**config.mk**
```make
export PLATFORM = sky130hd
export DESIGN_NAME = sms_ctrl_card_trio_flat
export DESIGN_NICKNAME = d
export VERILOG_FILES = /design/src/rtl/sms_ctrl_card_trio_if.sv /design/src/rtl/sms_ctrl_card_trio.sv /design/src/flat_wrapper.sv
export SDC_FILE = /design/constraint.sdc
export NUM_CORES = 1
export LEC_CHECK = 0
export CORE_MARGIN = 4
export CORE_UTILIZATION = 50
export CTS_BUF_LIST = sky130_fd_sc_hd__clkbuf_4
export CTS_CLUSTER_DIAMETER = 50
export DETAILED_ROUTE_END_ITERATION = 10
export GPL_TIMING_DRIVEN = 0
export PLACE_DENSITY = 0.82
export SYNTH_ARGS = -nofsm -noshare
export SYNTH_HDL_FRONTEND = slang
export SYNTH_SLANG_ARGS = --single-unit
```
**constraint.sdc**
```tcl
create_clock -name clk -period 1.7 [get_ports clk]
set_input_delay 0.17 -clock clk [delete_from_list [all_inputs] [get_ports clk]]
set_output_delay 0.17 -clock clk [all_outputs]
set_load 0.01 [all_outputs]
```
**src/rtl/sms_ctrl_card_trio_if.sv**
```systemverilog
// Card-pin bundle for the AFR / CD / CEYB CTRL card trio.
// master drives the card inputs (system netlist or bench); slave is the card block.
interface sms_ctrl_card_trio_if;
  logic afr_e;
  logic afr_lamp_test;
  logic afr_drive;
  logic afr_lamp;
  logic cd_p;
  logic cd_q;
  logic cd_r;
  logic cd_d;
  logic ceyb_b;
  logic ceyb_f;
  logic ceyb_g;
  logic ceyb_h;

  modport master (
    output afr_e, afr_lamp_test, cd_p, cd_q, cd_r, ceyb_b, ceyb_f,
    input  afr_drive, afr_lamp, cd_d, ceyb_g, ceyb_h
  );

  modport slave (
    input  afr_e, afr_lamp_test, cd_p, cd_q, cd_r, ceyb_b, ceyb_f,
    output afr_drive, afr_lamp, cd_d, ceyb_g, ceyb_h
  );
endinterface

```
**src/rtl/sms_ctrl_card_trio.sv**
```systemverilog
// IBM 1620 SMS CTRL cards AFR (lamp driver), CD (3-input inverter) and CEYB (emitter follower).
// Each gate is one clock of latency; the AFR lamp filament is a persistence-filtered OFF/ON machine.
module sms_ctrl_card_trio #(
  parameter int LAMP_ON_DLY  = 4,
  parameter int LAMP_OFF_DLY = 4,
  parameter int CNT_W        = 8
) (
  input logic                  clk,
  input logic                  rst_n,
  sms_ctrl_card_trio_if.slave  card
);

  typedef enum logic {
    LAMP_OFF = 1'b0,
    LAMP_ON  = 1'b1
  } lamp_state_t;

  localparam logic [CNT_W-1:0] ON_LAST  = CNT_W'(LAMP_ON_DLY - 1);
  localparam logic [CNT_W-1:0] OFF_LAST = CNT_W'(LAMP_OFF_DLY - 1);
  localparam logic [CNT_W-1:0] CNT_MAX  = '1;

  // Undriven or unknown pins read as 0, like the pull-down dot-OR on the backplane.
  function automatic logic pin_level(input logic v);
    return (v === 1'b1);
  endfunction

  function automatic logic [CNT_W-1:0] sat_inc(input logic [CNT_W-1:0] cnt);
    return (cnt == CNT_MAX) ? cnt : cnt + 1'b1;
  endfunction

  logic e_p0;
  logic test_p0;
  logic p_p0;
  logic q_p0;
  logic r_p0;
  logic b_p0;
  logic f_p0;

  assign e_p0    = pin_level(card.afr_e);
  assign test_p0 = pin_level(card.afr_lamp_test);
  assign p_p0    = pin_level(card.cd_p);
  assign q_p0    = pin_level(card.cd_q);
  assign r_p0    = pin_level(card.cd_r);
  assign b_p0    = pin_level(card.ceyb_b);
  assign f_p0    = pin_level(card.ceyb_f);

  // ---- p0 -> p1: gate registers (one clock models the transistor delay)
  logic cd_d_p1;
  logic ceyb_g_p1;
  logic ceyb_h_p1;
  logic afr_drive_p1;

  always_ff @(posedge clk or negedge rst_n) begin
    if (!rst_n) begin
      cd_d_p1      <= 1'b0;
      ceyb_g_p1    <= 1'b0;
      ceyb_h_p1    <= 1'b0;
      afr_drive_p1 <= 1'b0;
    end else begin
      cd_d_p1      <= ~(p_p0 & q_p0 & r_p0);
      ceyb_g_p1    <= b_p0 & f_p0;
      ceyb_h_p1    <= f_p0;
      afr_drive_p1 <= e_p0;
    end
  end

  assign card.cd_d      = cd_d_p1;
  assign card.ceyb_g    = ceyb_g_p1;
  assign card.ceyb_h    = ceyb_h_p1;
  assign card.afr_drive = afr_drive_p1;

  // ---- AFR lamp filament: state register
  lamp_state_t      state;
  lamp_state_t      state_nx;
  logic [CNT_W-1:0] on_cnt;
  logic [CNT_W-1:0] on_cnt_nx;
  logic [CNT_W-1:0] off_cnt;
  logic [CNT_W-1:0] off_cnt_nx;

  always_ff @(posedge clk or negedge rst_n) begin
    if (!rst_n) begin
      state   <= LAMP_OFF;
      on_cnt  <= '0;
      off_cnt <= '0;
    end else begin
      state   <= state_nx;
      on_cnt  <= on_cnt_nx;
      off_cnt <= off_cnt_nx;
    end
  end

  // Counters default to 0 so the idle state's counter is always held clear.
  always_comb begin
    state_nx   = state;
    on_cnt_nx  = '0;
    off_cnt_nx = '0;
    if (test_p0) begin
      state_nx = LAMP_ON;
    end else begin
      unique case (state)
        LAMP_OFF: begin
          if (e_p0) begin
            if (on_cnt == ON_LAST) state_nx = LAMP_ON;
            else                   on_cnt_nx = sat_inc(on_cnt);
          end
        end
        LAMP_ON: begin
          if (!e_p0) begin
            if (off_cnt == OFF_LAST) state_nx = LAMP_OFF;
            else                     off_cnt_nx = sat_inc(off_cnt);
          end
        end
        default: state_nx = LAMP_OFF;
      endcase
    end
  end

  assign card.afr_lamp = (state == LAMP_ON);

endmodule

```
**src/flat_wrapper.sv**
```systemverilog
// flat-port wrapper written by rule: the top's interface ports become plain ports
module sms_ctrl_card_trio_flat 
#(
  parameter int LAMP_ON_DLY  = 4,
  parameter int LAMP_OFF_DLY = 4,
  parameter int CNT_W        = 8
)
  (clk, rst_n, card_afr_e, card_afr_lamp_test, card_cd_p, card_cd_q, card_cd_r, card_ceyb_b, card_ceyb_f, card_afr_drive, card_afr_lamp, card_cd_d, card_ceyb_g, card_ceyb_h);
  sms_ctrl_card_trio_if card_i ();
  input logic clk;
  input logic rst_n;
  input wire logic [$bits(card_i.afr_e)-1:0] card_afr_e;
  input wire logic [$bits(card_i.afr_lamp_test)-1:0] card_afr_lamp_test;
  input wire logic [$bits(card_i.cd_p)-1:0] card_cd_p;
  input wire logic [$bits(card_i.cd_q)-1:0] card_cd_q;
  input wire logic [$bits(card_i.cd_r)-1:0] card_cd_r;
  input wire logic [$bits(card_i.ceyb_b)-1:0] card_ceyb_b;
  input wire logic [$bits(card_i.ceyb_f)-1:0] card_ceyb_f;
  output wire logic [$bits(card_i.afr_drive)-1:0] card_afr_drive;
  output wire logic [$bits(card_i.afr_lamp)-1:0] card_afr_lamp;
  output wire logic [$bits(card_i.cd_d)-1:0] card_cd_d;
  output wire logic [$bits(card_i.ceyb_g)-1:0] card_ceyb_g;
  output wire logic [$bits(card_i.ceyb_h)-1:0] card_ceyb_h;
  assign card_i.afr_e = card_afr_e;
  assign card_i.afr_lamp_test = card_afr_lamp_test;
  assign card_i.cd_p = card_cd_p;
  assign card_i.cd_q = card_cd_q;
  assign card_i.cd_r = card_cd_r;
  assign card_i.ceyb_b = card_ceyb_b;
  assign card_i.ceyb_f = card_ceyb_f;
  assign card_afr_drive = card_i.afr_drive;
  assign card_afr_lamp = card_i.afr_lamp;
  assign card_cd_d = card_i.cd_d;
  assign card_ceyb_g = card_i.ceyb_g;
  assign card_ceyb_h = card_i.ceyb_h;
  sms_ctrl_card_trio #(.LAMP_ON_DLY(LAMP_ON_DLY), .LAMP_OFF_DLY(LAMP_OFF_DLY), .CNT_W(CNT_W)) u_core (.clk(clk), .rst_n(rst_n), .card(card_i));
endmodule
```
==> results of run 1 <==
how the worst max path moves through the flow:
stage                    startpoint           endpoint  slack (ns)  cells past startpoint
6_report                 card_afr_e   u_core.on_cnt[5]       -0.02                      5
5_1_grt           u_core.off_cnt[0]  u_core.off_cnt[4]       -0.07                      5
4_1_cts        u_core.card.afr_lamp   u_core.on_cnt[5]       -0.03                      4
2_1_floorplan  u_core.card.afr_lamp   u_core.on_cnt[5]        0.02                      4
3_3_place_gp             card_afr_e   u_core.on_cnt[5]       -0.29                      5
3_5_place_dp             card_afr_e   u_core.on_cnt[5]       -0.35                      5
per-layer routing:
metal	vias up	track usage, %
li1	408	-
met1	409	21.29
met2	27	27.14
met3	6	3.380
met4	0	7.660
met5	-	0
cell families (layout without fill, tap and decap cells):
group,count (synthesis),after routing,share of synthesized area [%]
flip-flops,21,21,51.34
buffers and inverters,1,26,0.3664
multiplexers,2,2,2.200
adder cells (fa/ha/maj),3,3,3.668
AO/OA/AOI/OAI,20,20,13.81
AND/OR/NAND/NOR,43,43,23.47
XOR/XNOR,6,6,5.134
layout by cell type (no fill, tap or decap), drive strengths merged, types with 3 or more instances in the layout:
master / n
clkdlybuf4s50: 13
nand3: 6
xor2: 5
a21oi: 7
a31o: 3
o21ai: 3
buf: 8
and3: 6
nor2: 9
or3: 3
ha: 3
dfrtp: 21
nand2: 5
clkbuf: 4
nor3: 4
layout make-up:
class / instances / area [µm²] / share of cell area, %
clock buffer: 4 / 30.03 / 2.249
inverter: 1 / 3.754 / 0.2812
sequential: 21 / 525.5 / 39.36
timing repair buffer: 21 / 190.2 / 14.25
multi-input combinational: 74 / 551.8 / 41.33
tap: 27 / 33.78 / 2.530
power by group through the flow:
stage | clock, µW | sequential, µW | combinational [µW]
5_1_grt | 281 | 512 | 70.9
6_report | 247 | 511 | 64.2
3_5_place_dp | 0 | 521 | 60.1
2_1_floorplan | 0 | 523 | 14.3
3_3_place_gp | 0 | 520 | 58.2
4_1_cts | 258 | 511 | 62.1
registers in the layout (all words and copies together) (netlist names):
signal / flops
u_core.card.cd_d: 1
u_core.card.ceyb_g: 1
u_core.card.ceyb_h: 1
u_core.card.afr_drive: 1
u_core.off_cnt: 8
u_core.card.afr_lamp: 1
u_core.on_cnt: 8
per-stage QoR:
step	std cells	util, %
final	148	68.05
after global routing	148	68.05
after CTS	145	64.80
after detailed placement	136	60.52
after global placement	136	60.52
after floorplan	96	-
critical path: cells and delay by family:
kind / cells / cell delay [ns]
AO/OA/AOI/OAI: 2 / 0.30
AND/OR/NAND/NOR: 2 / 0.93
buffers and inverters: 1 / 0.54
repair_timing:
| action | CTS | global route |
|---|---|---|
| hold buffers | 0 | 0 |
| gates resized for setup | 4 | 6 |
| setup endpoints to repair | 4 | 11 |
| endpoints found under the hold margin | 0 | 0 |
| buffers inserted | 5 | 3 |
| pin swaps | 2 | 2 |
==> key figures, run 1 <==
Routing
  • 1st-iter DRT viols: 10
  • DRC Markers: 0
  • DRT Pass-1 Iters: 4
  • Total Wirelength: about 2.1 mm
  • Met2 routed WL: around 1.0 mm
  • Wire per inst: 14.07 µm
  • Top layer in use: met4
  • Antenna-violating nets left: 0
  • M1 WL: about 930 µm
  • Met3 WL: about 100 µm
  • DR vias: 850
  • DR vias/cell: 5.743

Pwr
  • Switching Share: 20.93%
  • Cell-internal power: between 600 and 700 µW
  • NetSw: 172.1 µW
  • P per Cell Area: just over 600 mW/mm²
  • Sequential power share: slightly above 60%
  • Comb power frac: under 10%
  • Worst vdd ir: around 0.42 mV
  • Total Power: about 820 µW
  • P_leak: ~0.00057 µW
  • Clock share of power: 30.0%

Placed design
  • DP Wirelength: approximately 1.4 mm
  • Placed cell area: around 0.0012 mm²
  • Port bufs: 13
  • GPL Wtd Cong: 0.9098
  • Pre-CTS worst setup slack: -0.3523 ns

Floorplanning
  • I/O pin cnt: 14
  • Die Y: around 53 µm
  • Die ar.: 0.002835 mm²
  • Initial Util: a little over half
  • Die Width: ~53 µm
  • Area of the core: 0.001962 mm²
  • Row cnt: 16

Setup path
  • Worst Setup End Kind: flip-flop
  • Type of origin of the critical path: primary input
  • Worst R2R Start: u_core.card.afr_lamp
  • Crit Path Category: in -> reg
  • R2r setup slk: -0.01 ns
  • CP peak stage delay: 0.54 ns
  • Reg2Reg Depth: 4
  • Critical path fanouts, max: 5
  • Worst path required time: between 1.5 and 2 ns
  • CP arrival: 1.94 ns
  • FF-to-FF End: u_core.on_cnt[5]
  • Max stage delay cell, worst path: clkdlybuf4s50_1
  • Cell breakdown of the critical path: clkdlybuf4s50_1 -> or3b_4 -> a31o_4 -> or4_4 -> o31ai_4

Logic synthesis
  • Ys Warns: 0
  • Synthesized netlist cell count: 96
  • Synth cell count leaders: dfrtp_1 (21), nor2_1 (9), a21oi_1 (7)
  • Seq/Total Area, Yosys: about 51%
  • Post-synth ARST share: between 90% and 100%
  • Most frequent cell after synthesis: dfrtp_1
  • Cell taking the most area after synthesis: dfrtp_1
  • Number of synthesized flops with an enable pin: 0
  • Synth top area share: 51.34%
  • Synth Net Count: 108
  • Synthesized area: just over 0.001 mm²
  • Synth top area cells: dfrtp_1 (51%), xor2_1 (4.3%), ha_1 (3.7%)
  • Yosys cell types: 32
  • Synth Register Bits: 21
  • Synth Flop Type: dfrtp_1
  • Avg Cell Area, Syn: approximately 11 µm²

Clock network
  • Clk sinks: 21
  • Num CTS Buffers: 3
  • CTS clk-pin slew, worst paths: between 0.1 and 0.15 ns
  • Clock buffer depth: 2
  • CTS tree: yes
  • CTS Root Cell: clkbuf_4
  • Depth of the CTS H-tree: 1
  • Clock latency on the worst-skew pair: around 0.29 ns

Timing
  • Hold_ws: approximately 0.33 ns
  • Final max-slew violation count: 0
  • Setup TNS: -0.02287 ns
  • Crit path time final: between 1.5 and 2 ns
  • Relative slew slack: between 30% and 40%
  • Final Hold Vio Count: 0
  • RSZ-0062 raised after global routing: true
  • Final Cycle Share: 101.3%
  • Worst Tran Pin Value: 0.9218 ns
  • FMAX: about 580 MHz
  • Worst Skew: approximately 0.0073 ns
  • Final worst slack: -0.02287 ns
  • Final setup viols: 1

Final layout
  • Area grow syn2layout: 30.44%
  • Filler cells: between 150 and 200
  • Final nets: approximately 130
  • Final instance area: between 0.001 and 0.0015 mm²
  • Layout cell share with drive strength beyond 1: 23.97%
  • Number of diodes: 0

Global routing
  • Total Routing Usage GR: between 10% and 20%
  • First-pass GRT wire length: around 3.5 mm
  • Vias in the first global route: around 800
  • Maximum number of pins on one net before global-route repair: 22
  • Initial antenna violation count: 0
  • Grt total ovfl: 0

Min path
  • Tightest Hold Check Type: in -> reg
  • Hold endpoint: u_core.card.ceyb_h
  • Worst Hold Launch: card_ceyb_f
  • Hold depth: 1

Job
  • Maxcap violations: 0

Outcome
  • Status: finished with violations
  • Failing checks: negative setup slack
No activity file was read; power rests on OpenSTA's default activity.
==> run 2: changes to the inputs <==
- SLEW_MARGIN: not set -> 5
==> results of run 2 <==
No change in the layout: final DEF, timing and power equal those of run 1.
==> run 3: changes to the inputs <==
- CAP_MARGIN: not set -> 20
- CORE_UTILIZATION: 50 -> 47
- CTS_BUF_LIST: sky130_fd_sc_hd__clkbuf_4 -> not set
- PLACE_DENSITY: 0.82 -> 0.78
==> key figures, run 3 (synthesis gave the netlist of run 1 again) <==
Job
  • Maxcap violations: 0

Global routing
  • First-pass GRT wire length: roughly 3.3 mm
  • Total Routing Usage GR: between 10% and 20%
  • Initial antenna violation count: 0
  • Grt total ovfl: 0
  • Maximum number of pins on one net before global-route repair: 22
  • Vias in the first global route: between 800 and 900

Timing
  • Relative slew slack: slightly below 40%
  • Final max-slew violation count: 0
  • Final setup viols: 1
  • Crit path time final: between 1.5 and 2 ns
  • RSZ-0062 raised after global routing: true
  • Final Cycle Share: 100.1%
  • Final worst slack: -0.001083 ns
  • Final Hold Vio Count: 0
  • Hold_ws: between 0.3 and 0.4 ns
  • FMAX: between 500 and 600 MHz
  • Worst Skew: roughly 0.0043 ns
  • Worst Tran Pin Value: around 0.91 ns

Clock network
  • Clock buffer depth: 2
  • CTS clk-pin slew, worst paths: around 0.12 ns
  • CTS tree: yes
  • CTS Root Cell: clkbuf_4
  • Depth of the CTS H-tree: 1
  • Clock latency on the worst-skew pair: approximately 0.3 ns
  • Num CTS Buffers: 3
  • Clk sinks: 21

Min path
  • Worst Hold Launch: card_ceyb_f
  • Hold endpoint: u_core.card.ceyb_h
  • Hold depth: 1
  • Tightest Hold Check Type: in -> reg

Pwr
  • NetSw: around 190 µW
  • Switching Share: 22.67%
  • Sequential power share: about 63%
  • P_leak: approximately 0.00057 µW
  • P per Cell Area: approximately 600 mW/mm²
  • Comb power frac: 7.9%
  • Cell-internal power: around 630 µW
  • Clock share of power: between 20% and 30%
  • Worst vdd ir: roughly 0.54 mV

Outcome
  • Failing checks: negative setup slack
  • Status: finished with violations

Setup path
  • Worst Setup End Kind: flip-flop
  • FF-to-FF End: u_core.on_cnt[5]
  • Reg2Reg Depth: 4
  • Worst path required time: between 1.5 and 2 ns
  • Worst R2R Start: u_core.card.afr_lamp
  • CP startpoint: u_core.card.afr_lamp
  • Critical path fanouts, max: 5
  • R2r setup slk: -0.001 ns
  • CP arrival: around 1.9 ns
  • Type of origin of the critical path: flip-flop
  • Crit Path Category: reg -> reg

Routing
  • Total Wirelength: between 2 and 2.5 mm
  • Wire per inst: about 14 µm
  • DRC Markers: 0
  • DRT Pass-1 Iters: 4
  • 1st-iter DRT viols: 32
  • DR vias: between 800 and 900
  • Antenna-violating nets left: 0
  • DR vias/cell: between 5 and 6

Floorplanning
  • I/O pin cnt: 14
  • Die Width: around 55 µm
  • Row cnt: 16
  • Initial Util: between 50% and 60%
  • Die Y: 54.67 µm
  • Die ar.: between 0.002 and 0.003 mm²
  • Area of the core: 0.002022 mm²

Placed design
  • Port bufs: 13
  • DP Wirelength: approximately 1.4 mm
  • GPL Wtd Cong: between 0.8 and 0.9

Final layout
  • Reg area: about 530 µm²
  • Final nets: approximately 140
  • Fin util: 66.71%
  • Layout cell share with drive strength beyond 1: about a quarter
  • Area occupied by multi-input gates: roughly 550 µm²
  • Filler cells: roughly 160
  • Number of diodes: 0
  • Area grow syn2layout: 31.78%
  • Commonest non-fill, non-tap cells in the layout: dfrtp_1 (21), clkdlybuf4s50_1 (13), buf_4 (10), nor2_1 (9), a21oi_1 (7)
  • Largest regs: u_core.off_cnt: 8 flops, u_core.on_cnt: 8 flops
  • Most common cell after layout, fill and taps aside: dfrtp_1
==> run 3: changes by cell type in the layout (fill, tap and decap cells not counted), sizes merged <==
cell,before,now
clkinv,0,1
buf,8,10
clkbuf,4,3
==> run 3: cell type report <==
class / instances / share of cell area, %
Inverter: 1 / 0.2783
Clock inverter: 1 / 0.3711
Sequential cell: 21 / 38.96
Tap cell: 27 / 2.505
Timing Repair Buffer: 23 / 15.21
Multi-Input combinational cell: 74 / 41.00
Clock buffer: 3 / 1.670
==> run 3: worst max path at each step <==
stage | slack, ns | depth (start not counted) | end
final | -0.001 | 4 | u_core.on_cnt[5]
after global routing | -0.06 | 4 | u_core.on_cnt[5]
after CTS | -0.03 | 4 | u_core.on_cnt[5]
after detailed placement | -0.32 | 5 | u_core.on_cnt[5]
after global placement | -0.30 | 5 | u_core.on_cnt[5]
after floorplan | 0.02 | 4 | u_core.on_cnt[5]
==> run 3: critical path, stage by stage (launching register included) <==
cell and delay [ns]:
dfrtp_1 0.42, or3b_4 0.43, a31o_4 0.23, or4_4 0.47
o31ai_1 0.07
==> run 3: metal layers <==
| layer | wire length, µm | GRT usage (%) |
|---|---|---|
| met1 | 845 | 20.51 |
| met2 | 989 | 23.62 |
| met3 | 185 | 4.087 |
| met4 | 10 | 7.469 |
| met5 | 0 | 0 |
==> run 3: what timing repair did <==
| item | 4_1_cts | 5_1_grt |
|---|---|---|
| setup endpoints to repair | 4 | 9 |
| cloned | 0 | 0 |
| pin swaps | 2 | 5 |
| hold buffers | 0 | 0 |
| setup buffers | 4 | 6 |
| resized for setup | 3 | 9 |
==> run 3: power by group through the flow <==
stage / combinational [µW] / clock, µW / sequential, µW
4_1_cts: 62.0 / 251 / 511
5_1_grt: 72.5 / 275 / 512
3_3_place_gp: 58.6 / 0 / 520
3_5_place_dp: 59.6 / 0 / 521
2_1_floorplan: 14.3 / 0 / 523
6_report: 64.4 / 242 / 511
==> run 3: per-stage QoR <==
step / power [µW] / area (µm²) / TNS, ns / instances / setup slack [ns]
2_1_floorplan: 537.2 / 1023 / 0 / 96 / 0.02118
3_3_place_gp: 578.8 / 1187 / -2.132 / 136 / -0.2960
3_5_place_dp: 580.3 / 1187 / -2.364 / 136 / -0.3227
4_1_cts: 823.7 / 1261 / -0.02512 / 144 / -0.02512
5_1_grt: 859.4 / 1349 / -0.1779 / 150 / -0.05930
6_report: 816.9 / 1349 / -0.001083 / 150 / -0.001083
